[config.mk]
export PLATFORM = sky130hd
export DESIGN_NAME = game_bus_master
export DESIGN_NICKNAME = d
export VERILOG_FILES = /design/src/rtl/game_pkg.sv /design/src/rtl/game_bus_master_pend_counter.sv /design/src/rtl/game_bus_master.sv
export SDC_FILE = /design/constraint.sdc
export NUM_CORES = 1
export LEC_CHECK = 0
export ABC_CLOCK_PERIOD_IN_PS = 3900
export CORE_MARGIN = 5
export CORE_UTILIZATION = 49
export CTS_BUF_LIST = sky130_fd_sc_hd__clkbuf_16
export CTS_CLUSTER_SIZE = 40
export DETAILED_ROUTE_END_ITERATION = 8
export GPL_TIMING_DRIVEN = 0
export PLACE_DENSITY = 0.8
export SETUP_SLACK_MARGIN = 0.1
export SYNTH_ARGS = -nofsm -noshare
export SYNTH_HDL_FRONTEND = slang
export SYNTH_SLANG_ARGS = --single-unit
[constraint.sdc]
create_clock -name Clk -period 3.9 [get_ports Clk]
set_input_delay 0.975 -clock Clk [delete_from_list [all_inputs] [get_ports Clk]]
set_output_delay 0.975 -clock Clk [all_outputs]
set_load 0.02 [all_outputs]
[src/rtl/game_pkg.sv]
// Shared types and constants for the game score bus master.
package game_pkg;

    localparam int unsigned DATA_W        = 32;
    localparam int unsigned ADDR_W        = 3;
    localparam int unsigned DEF_MAX_SCORE = 999;

    localparam logic [ADDR_W-1:0] ADDR_STATE = ADDR_W'(0);
    localparam logic [ADDR_W-1:0] ADDR_P1    = ADDR_W'(1);
    localparam logic [ADDR_W-1:0] ADDR_P2    = ADDR_W'(2);

    typedef enum logic [1:0] {
        IDLE  = 2'd0,
        ST_WR = 2'd1,
        RD    = 2'd2,
        WR    = 2'd3
    } bus_state_e;

endpackage

[src/rtl/game_bus_master_pend_counter.sv]
// Per-player pending-event counter: saturates at all-ones, flags dropped events,
// and holds its value when an increment and a decrement coincide.
module pend_counter #(
    parameter int unsigned W = 4
) (
    input  logic         clk_i,
    input  logic         rst_i,
    input  logic         inc_i,
    input  logic         dec_i,
    output logic [W-1:0] count_o,
    output logic [W-1:0] count_nxt_c,
    output logic         ovf_c
);

    logic [W-1:0] count_q;

    always_comb begin
        count_nxt_c = count_q;
        ovf_c       = 1'b0;
        if (inc_i && !dec_i) begin
            if (&count_q) begin
                ovf_c = 1'b1;
            end else begin
                count_nxt_c = count_q + W'(1);
            end
        end else if (dec_i && !inc_i && (count_q != '0)) begin
            count_nxt_c = count_q - W'(1);
        end
    end

    always_ff @(posedge clk_i or posedge rst_i) begin
        if (rst_i) begin
            count_q <= '0;
        end else begin
            count_q <= count_nxt_c;
        end
    end

    assign count_o = count_q;

endmodule

[src/rtl/game_bus_master.sv]
// Bus master that writes game state and read-modify-writes player scores.
// Optional SCORE_SAT_EN clamps score increments at MAX_SCORE.
module game_bus_master
    import game_pkg::*;
#(
    parameter int unsigned MAX_SCORE = DEF_MAX_SCORE,
    parameter int unsigned PEND_W    = 4
) (
    input  logic              Clk,
    input  logic              Reset_h,
    input  logic              P1_point,
    input  logic              P2_point,
    input  logic              State_req,
    input  logic [DATA_W-1:0] State_val,
    output logic [ADDR_W-1:0] Address,
    output logic              Chip_select_h,
    output logic              Read_h,
    output logic              Write_h,
    output logic [DATA_W-1:0] Write_data,
    input  logic [DATA_W-1:0] Read_data,
    input  logic              Wait_h,
    output logic              Busy,
    output logic              Overflow
);

    bus_state_e        state_q, state_d;
    logic              cs_q, cs_d;
    logic              rd_q, rd_d;
    logic              wr_q, wr_d;
    logic [ADDR_W-1:0] addr_q, addr_d;
    logic [DATA_W-1:0] data_q, data_d;
    logic              busy_q, busy_d;
    logic              ovf_q, ovf_d;
    logic              st_pend_q, st_pend_d;
    logic [DATA_W-1:0] st_val_q, st_val_d;
    logic              st_take;
    logic              dec_p1, dec_p2;

    logic [PEND_W-1:0] p1_cnt, p1_cnt_nxt;
    logic [PEND_W-1:0] p2_cnt, p2_cnt_nxt;
    logic              p1_ovf, p2_ovf;

    function automatic logic [DATA_W-1:0] score_inc(input logic [DATA_W-1:0] rd);
`ifdef SCORE_SAT_EN
        if (rd >= DATA_W'(MAX_SCORE)) begin
            return DATA_W'(MAX_SCORE);
        end
        return rd + DATA_W'(1);
`else
        return rd + DATA_W'(1);
`endif
    endfunction

    pend_counter #(.W(PEND_W)) u_p1_pend (
        .clk_i       (Clk),
        .rst_i       (Reset_h),
        .inc_i       (P1_point),
        .dec_i       (dec_p1),
        .count_o     (p1_cnt),
        .count_nxt_c (p1_cnt_nxt),
        .ovf_c       (p1_ovf)
    );

    pend_counter #(.W(PEND_W)) u_p2_pend (
        .clk_i       (Clk),
        .rst_i       (Reset_h),
        .inc_i       (P2_point),
        .dec_i       (dec_p2),
        .count_o     (p2_cnt),
        .count_nxt_c (p2_cnt_nxt),
        .ovf_c       (p2_ovf)
    );

    // Next-state and next-output logic; strobes are computed one cycle ahead so they leave flops.
    always_comb begin
        state_d = state_q;
        cs_d    = 1'b0;
        rd_d    = 1'b0;
        wr_d    = 1'b0;
        addr_d  = addr_q;
        data_d  = data_q;
        st_take = 1'b0;
        dec_p1  = 1'b0;
        dec_p2  = 1'b0;

        unique case (state_q)
            IDLE: begin
                if (st_pend_q) begin
                    state_d = ST_WR;
                    cs_d    = 1'b1;
                    wr_d    = 1'b1;
                    addr_d  = ADDR_STATE;
                    data_d  = st_val_q;
                    st_take = 1'b1;
                end else if (p1_cnt != '0) begin
                    state_d = RD;
                    cs_d    = 1'b1;
                    rd_d    = 1'b1;
                    addr_d  = ADDR_P1;
                end else if (p2_cnt != '0) begin
                    state_d = RD;
                    cs_d    = 1'b1;
                    rd_d    = 1'b1;
                    addr_d  = ADDR_P2;
                end
            end
            ST_WR, WR: begin
                if (Wait_h) begin
                    cs_d = 1'b1;
                    wr_d = 1'b1;
                end else begin
                    state_d = IDLE;
                end
            end
            RD: begin
                if (Wait_h) begin
                    cs_d = 1'b1;
                    rd_d = 1'b1;
                end else begin
                    state_d = WR;
                    cs_d    = 1'b1;
                    wr_d    = 1'b1;
                    data_d  = score_inc(Read_data);
                    dec_p1  = (addr_q == ADDR_P1);
                    dec_p2  = (addr_q == ADDR_P2);
                end
            end
            default: state_d = IDLE;
        endcase
    end

    // A new request in the dispatch cycle survives as the next pending write.
    always_comb begin
        st_pend_d = st_pend_q;
        st_val_d  = st_val_q;
        if (State_req) begin
            st_pend_d = 1'b1;
            st_val_d  = State_val;
        end else if (st_take) begin
            st_pend_d = 1'b0;
        end
        busy_d = (state_d != IDLE) || st_pend_d || (p1_cnt_nxt != '0) || (p2_cnt_nxt != '0);
        ovf_d  = ovf_q || p1_ovf || p2_ovf;
    end

    always_ff @(posedge Clk or posedge Reset_h) begin
        if (Reset_h) begin
            state_q   <= IDLE;
            cs_q      <= 1'b0;
            rd_q      <= 1'b0;
            wr_q      <= 1'b0;
            addr_q    <= ADDR_STATE;
            data_q    <= '0;
            busy_q    <= 1'b0;
            ovf_q     <= 1'b0;
            st_pend_q <= 1'b0;
            st_val_q  <= '0;
        end else begin
            state_q   <= state_d;
            cs_q      <= cs_d;
            rd_q      <= rd_d;
            wr_q      <= wr_d;
            addr_q    <= addr_d;
            data_q    <= data_d;
            busy_q    <= busy_d;
            ovf_q     <= ovf_d;
            st_pend_q <= st_pend_d;
            st_val_q  <= st_val_d;
        end
    end

    assign Address       = addr_q;
    assign Chip_select_h = cs_q;
    assign Read_h        = rd_q;
    assign Write_h       = wr_q;
    assign Write_data    = data_q;
    assign Busy          = busy_q;
    assign Overflow      = ovf_q;

endmodule

* Word-level counts from Yosys, hierarchy flattened
Index checks and enable logic that the tools add are counted.
** Word-level totals
- Bits in registers :: 83
- Logic and storage cells :: 91
- Input port bits :: 70
** Cells by class
- Reduce and logical (&&, ||, !) cells :: 28
- Muxes and demuxes :: 39
- $add $sub $neg :: 5
- Eq/ne operators :: 7
** Operators by type and width (count)
- two-way mux 32 bit :: 2
- case mux 32 bit (2 select lines) :: 1
- adder 32 x 1 -> 32 bit (second input constant) :: 1
- two-way mux 4 bit :: 6
- two-way mux 1 bit :: 18
- nonzero test 4 bit :: 4
- two-way mux 2 bit :: 5
- two-way mux 3 bit :: 3
- adder 4 x 1 -> 4 bit (second input constant) :: 2
- AND reduction 4 bit :: 2
- subtractor 4 x 1 -> 4 bit (second input constant) :: 2
- logical AND 1 bit :: 6
- case mux 1 bit (3 select lines) :: 2
- case mux 2 bit (3 select lines) :: 1
- logical OR 1 bit :: 5
- == test 2 bit (second input constant) :: 2
- logical NOT 1 bit :: 4
- != test 2 bit (second input constant) :: 2
- nonzero test 2 bit :: 2
- == test 3 x 1 -> 1 bit (second input constant) :: 1
- == test 3 x 2 -> 1 bit (second input constant) :: 1
- AND reduction 3 bit :: 1
- nonzero test 3 bit :: 1
- == test 2 x 1 -> 1 bit (second input constant) :: 1
- 4 further kinds :: 4

* Logic depth before layout (Yosys ltp)
Gate-level depths: netlist (run 1).
- Word-level depth :: 10
- Mapped depth :: 9

* Cells and area by module
A second synthesis (run 1) with hierarchy kept.
** Second synthesis, totals
- Cells, all modules :: 434
- Area total of the unflattened synthesis :: 4341.7 um2
** By module, submodules not included
- game_bus_master :: instances 1, area each 3701.0 um2, cells an instance 358
- pend_counter :: instances 2, area each 320.3 um2, cells an instance 38

* Worst setup path before layout (run 1)
OpenSTA, ideal clock, no wires.
- Path type :: input-to-reg
- From :: in Wait_h
- To :: reg busy_q, in the netlist Busy
- Slack :: 1527 ps
- Arrival :: 2300 ps
- Library setup time :: 73 ps
- Cell stages on the path :: 6
- Required time :: 3827 ps
- Buffers on the path :: 0
- Cell sequence :: nor3b_4 -> nand4b_4 -> or4_4 -> a211o_1 -> nand2_2 -> nand4bb_1
** On the way
- Longest elaborated chain between the ends :: 9
** Ends and longest elaborated chain
- start: declaration :: RTL line game_bus_master.sv:21 : input logic Wait_h,
- two-way mux 1 bit (*) :: RTL line game_bus_master.sv:116 : if (Wait_h) begin
- two-way mux 1 bit (*) :: RTL line game_bus_master.sv:86 : unique case (state_q)
- logical AND 1 bit (2 in series) :: RTL line game_bus_master_pend_counter.sv:26 : end else if (dec_i && !inc_i && (count_q != '0)) begin
- two-way mux 4 bit :: RTL line game_bus_master_pend_counter.sv:26
- two-way mux 4 bit (*) :: RTL line game_bus_master_pend_counter.sv:20 : if (inc_i && !dec_i) begin
- net p1_cnt_nxt[3] :: RTL line game_bus_master.sv:39 : logic [PEND_W-1:0] p1_cnt, p1_cnt_nxt;
- nonzero test 4 bit (*) :: RTL line game_bus_master.sv:142 : busy_d = (state_d != IDLE) || st_pend_d || (p1_cnt_nxt != '0) || (p2_cnt_nxt != '0);
- logical OR 1 bit (*) (2 in series) :: RTL line game_bus_master.sv:142
- net busy_d :: RTL line game_bus_master.sv:32 : logic busy_q, busy_d;
- end signal: assignment :: RTL line game_bus_master.sv:165 : busy_q <= busy_d;
- end: declaration :: RTL line game_bus_master.sv:32
Mark *: on every way through the listed nets, which the timed path passes. The rest lies on a longest branch.
A chain may end at the register's enable or synchronous reset.

* Worst setup path after layout (run 1)
- From :: in Read_data[0]
- To :: reg data_q[26], in the netlist Write_data[26]
** On the way
- Longest elaborated chain between the ends :: 3
** Ends and longest elaborated chain
- start: declaration :: RTL line game_bus_master.sv:20 : input logic [DATA_W-1:0] Read_data,
- adder 32 x 1 -> 32 bit :: RTL line game_bus_master.sv:50 : return rd + DATA_W'(1);
- two-way mux 32 bit :: RTL line game_bus_master.sv:116
- case mux 32 bit (2 select lines) :: RTL line game_bus_master.sv:86
- end signal: assignment :: RTL line game_bus_master.sv:164 : data_q <= data_d;
- end: declaration :: RTL line game_bus_master.sv:31 : logic [DATA_W-1:0] data_q, data_d;
No other way between the ends. The select of a mux whose other input is x is not followed.

==> results by group, run 1 <==
Layout
  • Multi-input logic area: 2156 um2
  • Antenna diodes: 0
  • Layout area overhead: 35.69%
  • Fillcell total: 660
  • Layout cells sized above 1: 0.1068
  • Nets@finish: 634
  • Storage cell area: 2052 um2

Logic synthesis
  • Complex-gate fraction of the synthesized area: 0.1243
  • Synth Area in XOR/XNOR: 0.06272
  • Synth unique cells: 52
  • Total nets after synthesis: about 500
  • Post-synth top area share: 0.4740
  • YS warnings: 0
  • Cells after Synth: about 440
  • Synth Area in Simple Gates: 0.1925
  • Syn_area_per_cell: between 9 and 10 um2
  • Most frequent cells after synthesis: dfrtp_1 (82), o21ai_0 (46), nand2_1 (44), nor2_1 (37), mux2_2 (33)
  • Number of synthesized flops with an enable pin: 0
  • Most used flip-flop cell after synthesis: dfrtp_1
  • Area contributors post-synth: dfrtp_1 (47%), mux2_2 (8.6%), o21ai_0 (5.3%), nand2_1 (3.8%), xnor2_1 (3.4%)
  • Cell taking the most area after synthesis: dfrtp_1
  • Adder-cell share of the synthesized area: 0.01734
  • Main combinational cell family by area after synthesis: simple AND/OR/NAND/NOR gates
  • FF+latch count, synth: 82
  • Post-Syn Area: 4329 um2
  • Post-synth ARST share: 1.000
  • Most frequent cell after synthesis: dfrtp_1
  • Register area share after synthesis: 0.4740
  • Mux contribution to synthesized area: 0.1003

GRT
  • Met1 usage: 0.2756
  • GRT Max-Usage Layer: met2
  • Met2 usage: 0.3816
  • Vias in the first global route: just under 4k
  • First-pass GRT wire length: around 20000 um
  • GRT met3 Usage: 0.05462
  • GRT Total Usage: 0.2207
  • Antenna violations before repair: 0
  • Largest net degree at the start of global routing: 71
  • Grt ovf: 0

Timing
  • Worst-Margin Slew: 0.6565 ns
  • Period utilization: 0.8026
  • Hold WS: just under 0.5 ns
  • Final Setup Violations: 0
  • Slew margin rel.: 0.5624
  • Fmax: 0.3195 GHz
  • Setup ws final: 0.7697 ns
  • RSZ-0062 raised after global routing: no
  • Endpoints failing hold: 0
  • Final Max Tran Viols: 0
  • Final Critical Period: ~3.1 ns
  • Worst Clk Skew: 0.006172 ns

Drt
  • DR iter-0 viols: 165
  • Post-detailed-route count of antenna-violating nets: 0
  • Via count: about 3.8k
  • Routed WL: 11830 um
  • Drt pass-1 iters: 4
  • Wire per inst: 17.66 um
  • # DRC: 0
  • DR vias/cell: 5.658

Placement
  • DP HPWL: around 8800 um
  • GP Congestion: between 0.9 and 1
  • Port Buffers: between 100 and 150
  • Pre-CTS WS: 0.5213 ns

Hold path
  • Hold endpoint: Write_data[12]
  • Worst Hold Class: flop to flop
  • Hold path startpoint: Write_data[12]
  • Hold depth: 2

Die
  • Core footprint: 8678 um2
  • Die width: roughly 100 um
  • Initial core utilization: 0.4988
  • Die ar.: 10820 um2
  • I/O pin count: 110
  • Die Y: ~100 um
  • FP Rows: 34

Status
  • Status: complete, no violations

Clock tree
  • Resize count post-CTS: 0
  • TritonCTS Sinks: 82
  • Hold buffers post-CTS: 0
  • CTS Root Cell: clkbuf_16
  • CTS Buf Count: 9
  • Clock Pin Slew Worst Setup and Hold Paths: 0.06 ns
  • Postcts setup bufs: 0
  • H-tree Lvls: 3
  • Clock latency at the later pin of the worst-skew pair: approximately 0.33 ns
  • Clk buf depth: 2
  • CTS tree: done

Worst setup path
  • FF-to-FF End: Write_data[31]
  • Worst setup SP type: input pin
  • Setup CP Type: input pin to flop
  • R2R Setup Slk: 1.57 ns
  • Reg2reg path depth: 6
  • CP arrival: approximately 3.4 ns
  • Crit path max fanout: 8
  • Reg2reg start: state_q[0]
  • Setup crit end kind: flop
  • Worst EP required: 4.12 ns

Pwr
  • Peak supply drop: 0.0003262 V
  • Pwr Density: 679.3 nW/um2
  • Pwr Total: 3.990 mW
  • P_leak: 2.392 nW

Flow run
  • MaxCap Viol Count: 0
==> flip-flops by register name, summed over array words and instances, names as in the netlist <==
name,cells
Write_h,1
Write_data,32
u_p2_pend.count_o,4
state_q,2
Read_h,1
Chip_select_h,1
u_p1_pend.count_o,4
Address,2
Busy,1
st_pend_q,1
Overflow,1
st_val_q,32
==> metal layers <==
metal | vias up | wire length, um
met4 | 0 | 181
met2 | 138 | 5930
met3 | 17 | 826
li1 | 1782 | -
met1 | 1854 | 4894
met5 | - | 0
==> logic make-up after synthesis <==
kind of cell | count (synthesis)
compound gates | 95
xor+xnor | 31
fa+ha+maj | 6
buf+inv | 31
flops | 82
mux | 38
other cells | 1
simple gates | 155
==> cell usage in the layout (no fill, tap or decap), types with 10 or more instances in the layout <==
| master | instances |
|---|---|
| clkdlybuf4s50_1 | 107 |
| dfrtp_1 | 82 |
| o21ai_0 | 46 |
| nand2_1 | 44 |
| nor2_1 | 37 |
| mux2_2 | 33 |
| a21oi_1 | 26 |
| clkbuf_1 | 18 |
| nand3_1 | 18 |
| xnor2_1 | 17 |
| xor2_1 | 14 |
| and3_1 | 13 |
| inv_1 | 10 |
==> metrics by stage <==
step / setup TNS, ns / utilization / instances / cell area (um2)
3_5_place_dp: 0 / 0.6413 / 655 / 5565
6_report: 0 / 0.6769 / 670 / 5874
2_1_floorplan: 0 / - / 439 / 4329
3_3_place_gp: -38.07 / 0.6378 / 654 / 5535
5_1_grt: 0 / 0.6769 / 670 / 5874
4_1_cts: 0 / 0.6769 / 670 / 5874
==> power by group <==
part / switching (mW) / internal, mW / leakage (nW) / total (mW)
Sequential: 0.217 / 1.13 / 0.964 / 1.35
Clock: 0.323 / 0.554 / 0.155 / 0.878
Combinational: 0.995 / 0.766 / 1.27 / 1.76
==> worst max-delay path: stages <==
cell and delay, ns:
clkdlybuf4s50_1 0.56, ha_1 0.26, nand3_1 0.21, nor4_4 0.51, and3_1 0.32, xor2_1 0.16
nor2_1 0.06, o21ai_0 0.28
==> area by class of cell <==
cell class / instances / share of cell area
well taps: 108 / 0.02300
plain buffers: 22 / 0.01491
clock inverters: 6 / 0.01427
repair buffers: 108 / 0.1870
inverters: 9 / 0.006177
clock buffers: 9 / 0.03834
multi-input cells: 326 / 0.3670
flip-flops and latches: 82 / 0.3493
==> how the worst max path moves through the flow <==
| stage | cells past startpoint | endpoint | startpoint | slack [ns] |
|---|---|---|---|---|
| after floorplan | 1 | Address[0] | Reset_h | 0.82 |
| after global placement | 2 | st_val_q[12] | Reset_h | -0.47 |
| after detailed placement | 8 | Write_data[26] | Read_data[0] | 0.52 |
| after CTS | 8 | Write_data[26] | Read_data[0] | 0.81 |
| after global routing | 8 | Write_data[26] | Read_data[0] | 0.67 |
| final | 8 | Write_data[26] | Read_data[0] | 0.77 |
(Power assumes the default switching activity.)
==> run 2, diff against run 1 <==
--- a/config.mk
+++ b/config.mk
@@ -5,14 +5,14 @@
 export SDC_FILE = /design/constraint.sdc
 export NUM_CORES = 1
 export LEC_CHECK = 0
-export ABC_CLOCK_PERIOD_IN_PS = 3900
+export ABC_CLOCK_PERIOD_IN_PS = 2500
 export CORE_MARGIN = 5
-export CORE_UTILIZATION = 49
+export CORE_UTILIZATION = 45
 export CTS_BUF_LIST = sky130_fd_sc_hd__clkbuf_16
 export CTS_CLUSTER_SIZE = 40
 export DETAILED_ROUTE_END_ITERATION = 8
 export GPL_TIMING_DRIVEN = 0
-export PLACE_DENSITY = 0.8
+export PLACE_DENSITY = 0.77
 export SETUP_SLACK_MARGIN = 0.1
 export SYNTH_ARGS = -nofsm -noshare
 export SYNTH_HDL_FRONTEND = slang
==> constraint.sdc (replaced) <==
create_clock -name Clk -period 2.5 [get_ports Clk]
set_input_delay 0.625 -clock Clk [delete_from_list [all_inputs] [get_ports Clk]]
set_output_delay 0.625 -clock Clk [all_outputs]
set_load 0.02 [all_outputs]
==> results by group, run 2 (synthesis gave the netlist of run 1 again) <==
Status
  • Status: complete, no violations

Layout
  • Layout area overhead: 39.22%
  • Post-route insts no fill: 701
  • Commonest cells after routing, fill and taps aside: clkdlybuf4s50_1 (102), dfrtp_1 (82), o21ai_0 (46)
  • Antenna diodes: 0
  • Layout cells sized above 1: 0.1416
  • Nets@finish: about 640
  • Design area: 6027 um2
  • Commonest non-fill, non-tap cell in the layout: clkdlybuf4s50_1

GRT
  • Largest net degree at the start of global routing: 39
  • First-pass GRT wire length: 19180 um
  • GRT Total Usage: 0.2096
  • Antenna violations before repair: 0
  • Grt ovf: 0
  • Vias in the first global route: between 3k and 4k

Worst setup path
  • CP arrival: 2.51 ns
  • Setup crit end kind: flop
  • Start point of the critical path: Read_data[4]
  • R2R Setup Slk: ~0.3 ns
  • Crit path max fanout: 6
  • Worst EP required: about 2.8 ns
  • Setup CP Type: input pin to flop
  • Worst Setup EP: Write_data[28]
  • Reg2reg start: state_q[0]
  • FF-to-FF End: Write_data[14]
  • Worst setup SP type: input pin
  • Reg2reg path depth: 6

Die
  • I/O pin count: 110
  • Die ar.: 11680 um2
  • FP Rows: 35
  • Die width: about 110 um
  • Core footprint: a little over 9000 um2
  • Initial core utilization: 0.4641
  • Die Y: 108.1 um

Clock tree
  • CTS Root Cell: clkbuf_16
  • H-tree Lvls: 3
  • TritonCTS Sinks: 82
  • Clock latency at the later pin of the worst-skew pair: roughly 0.34 ns
  • Hold buffers post-CTS: 0
  • Clock Pin Slew Worst Setup and Hold Paths: ~0.070 ns
  • Clk buf depth: 2
  • CTS tree: done
  • CTS Buf Count: 9

Drt
  • Routed WL: 11990 um
  • DR vias/cell: between 5 and 6
  • Drt pass-1 iters: 5
  • DR iter-0 viols: 168
  • # DRC: 0
  • Post-detailed-route count of antenna-violating nets: 0
  • Wire per inst: 17.11 um
  • Via count: ~3.8k

Timing
  • Setup ws final: 0.2421 ns
  • RSZ-0062 raised after global routing: no
  • Worst-Margin Slew: 0.6229 ns
  • Final Max Tran Viols: 0
  • Worst Clk Skew: 0.01018 ns
  • Hold WS: 0.4881 ns
  • Endpoints failing hold: 0
  • Setup TNS: 0 ns
  • Slew margin rel.: 0.5847
  • Final Setup Violations: 0
  • Period utilization: 0.9032
  • Fmax: 0.4429 GHz
  • Final Critical Period: 2.258 ns

Flow run
  • MaxCap Viol Count: 0

Pwr
  • P_leak: roughly 2.5 nW
  • Peak supply drop: 0.0005299 V
  • Pwr Density: 1034 nW/um2

Placement
  • Pre-CTS WS: -0.4599 ns
  • Area after DPL: 5605 um2
  • GP Congestion: 0.8522
  • Port Buffers: approximately 110
  • Placed Cells: 677
  • DP HPWL: 8929 um

Hold path
  • Worst Hold Class: flop to flop
-- run 2: area by class of cell --
class	instances	area (um2)
repair buffers	117	1180
well taps	129	161.4
clock buffers	9	225.2
plain buffers	22	90.09
clock inverters	7	83.83
inverters	9	37.54
flip-flops and latches	82	2052
multi-input cells	326	2197
fillers	764	3301
-- run 2: routing by layer --
layer / routed length, um / vias up / GRT usage
met5: 0 / - / 0
met4: 354 / 0 / 0.08386
met3: 896 / 30 / 0.05254
met2: 5807 / 154 / 0.3592
met1: 4935 / 1860 / 0.2527
li1: - / 1796 / -
-- run 2: worst min-delay path by stage --
stage	from	slack, ns	end	depth (start not counted)
6_report	Write_data[9]	0.49	Write_data[9]	2
5_1_grt	Write_data[2]	0.51	Write_data[2]	2
4_1_cts	Overflow	0.49	Overflow	2
3_5_place_dp	Overflow	0.47	Overflow	2
3_3_place_gp	Write_data[26]	0.46	Write_data[26]	2
2_1_floorplan	st_val_q[17]	0.47	st_val_q[17]	1
-- run 2: where the power goes --
group          total [mW]  internal [mW]  switching, mW
clock                1.37          0.793          0.581
combinational        2.76           1.22           1.54
sequential           2.10           1.77          0.336
-- run 2: per-stage QoR --
stage | power [mW] | utilization
finish | 6.233 | 0.6461
global route | 6.592 | 0.6461
CTS | 6.249 | 0.6423
detailed placement | 4.837 | 0.6009
global placement | 4.746 | 0.5966
floorplan | 3.634 | -
-- run 2: what timing repair did --
item,in CTS,in global routing
gates resized for setup,6,10
setup endpoints to repair,17,16
gates cloned,0,0
hold endpoints to repair,0,0
pin swaps,4,0
setup buffers,8,0
-- run 2: critical path, cell delays in order --
cell             delay, ns
clkdlybuf4s50_1       0.57
nand3_2               0.16
nor4_4                0.30
buf_4                 0.20
and3_1                0.22
nand3_1               0.11
xor2_1                0.15
o22ai_1               0.16
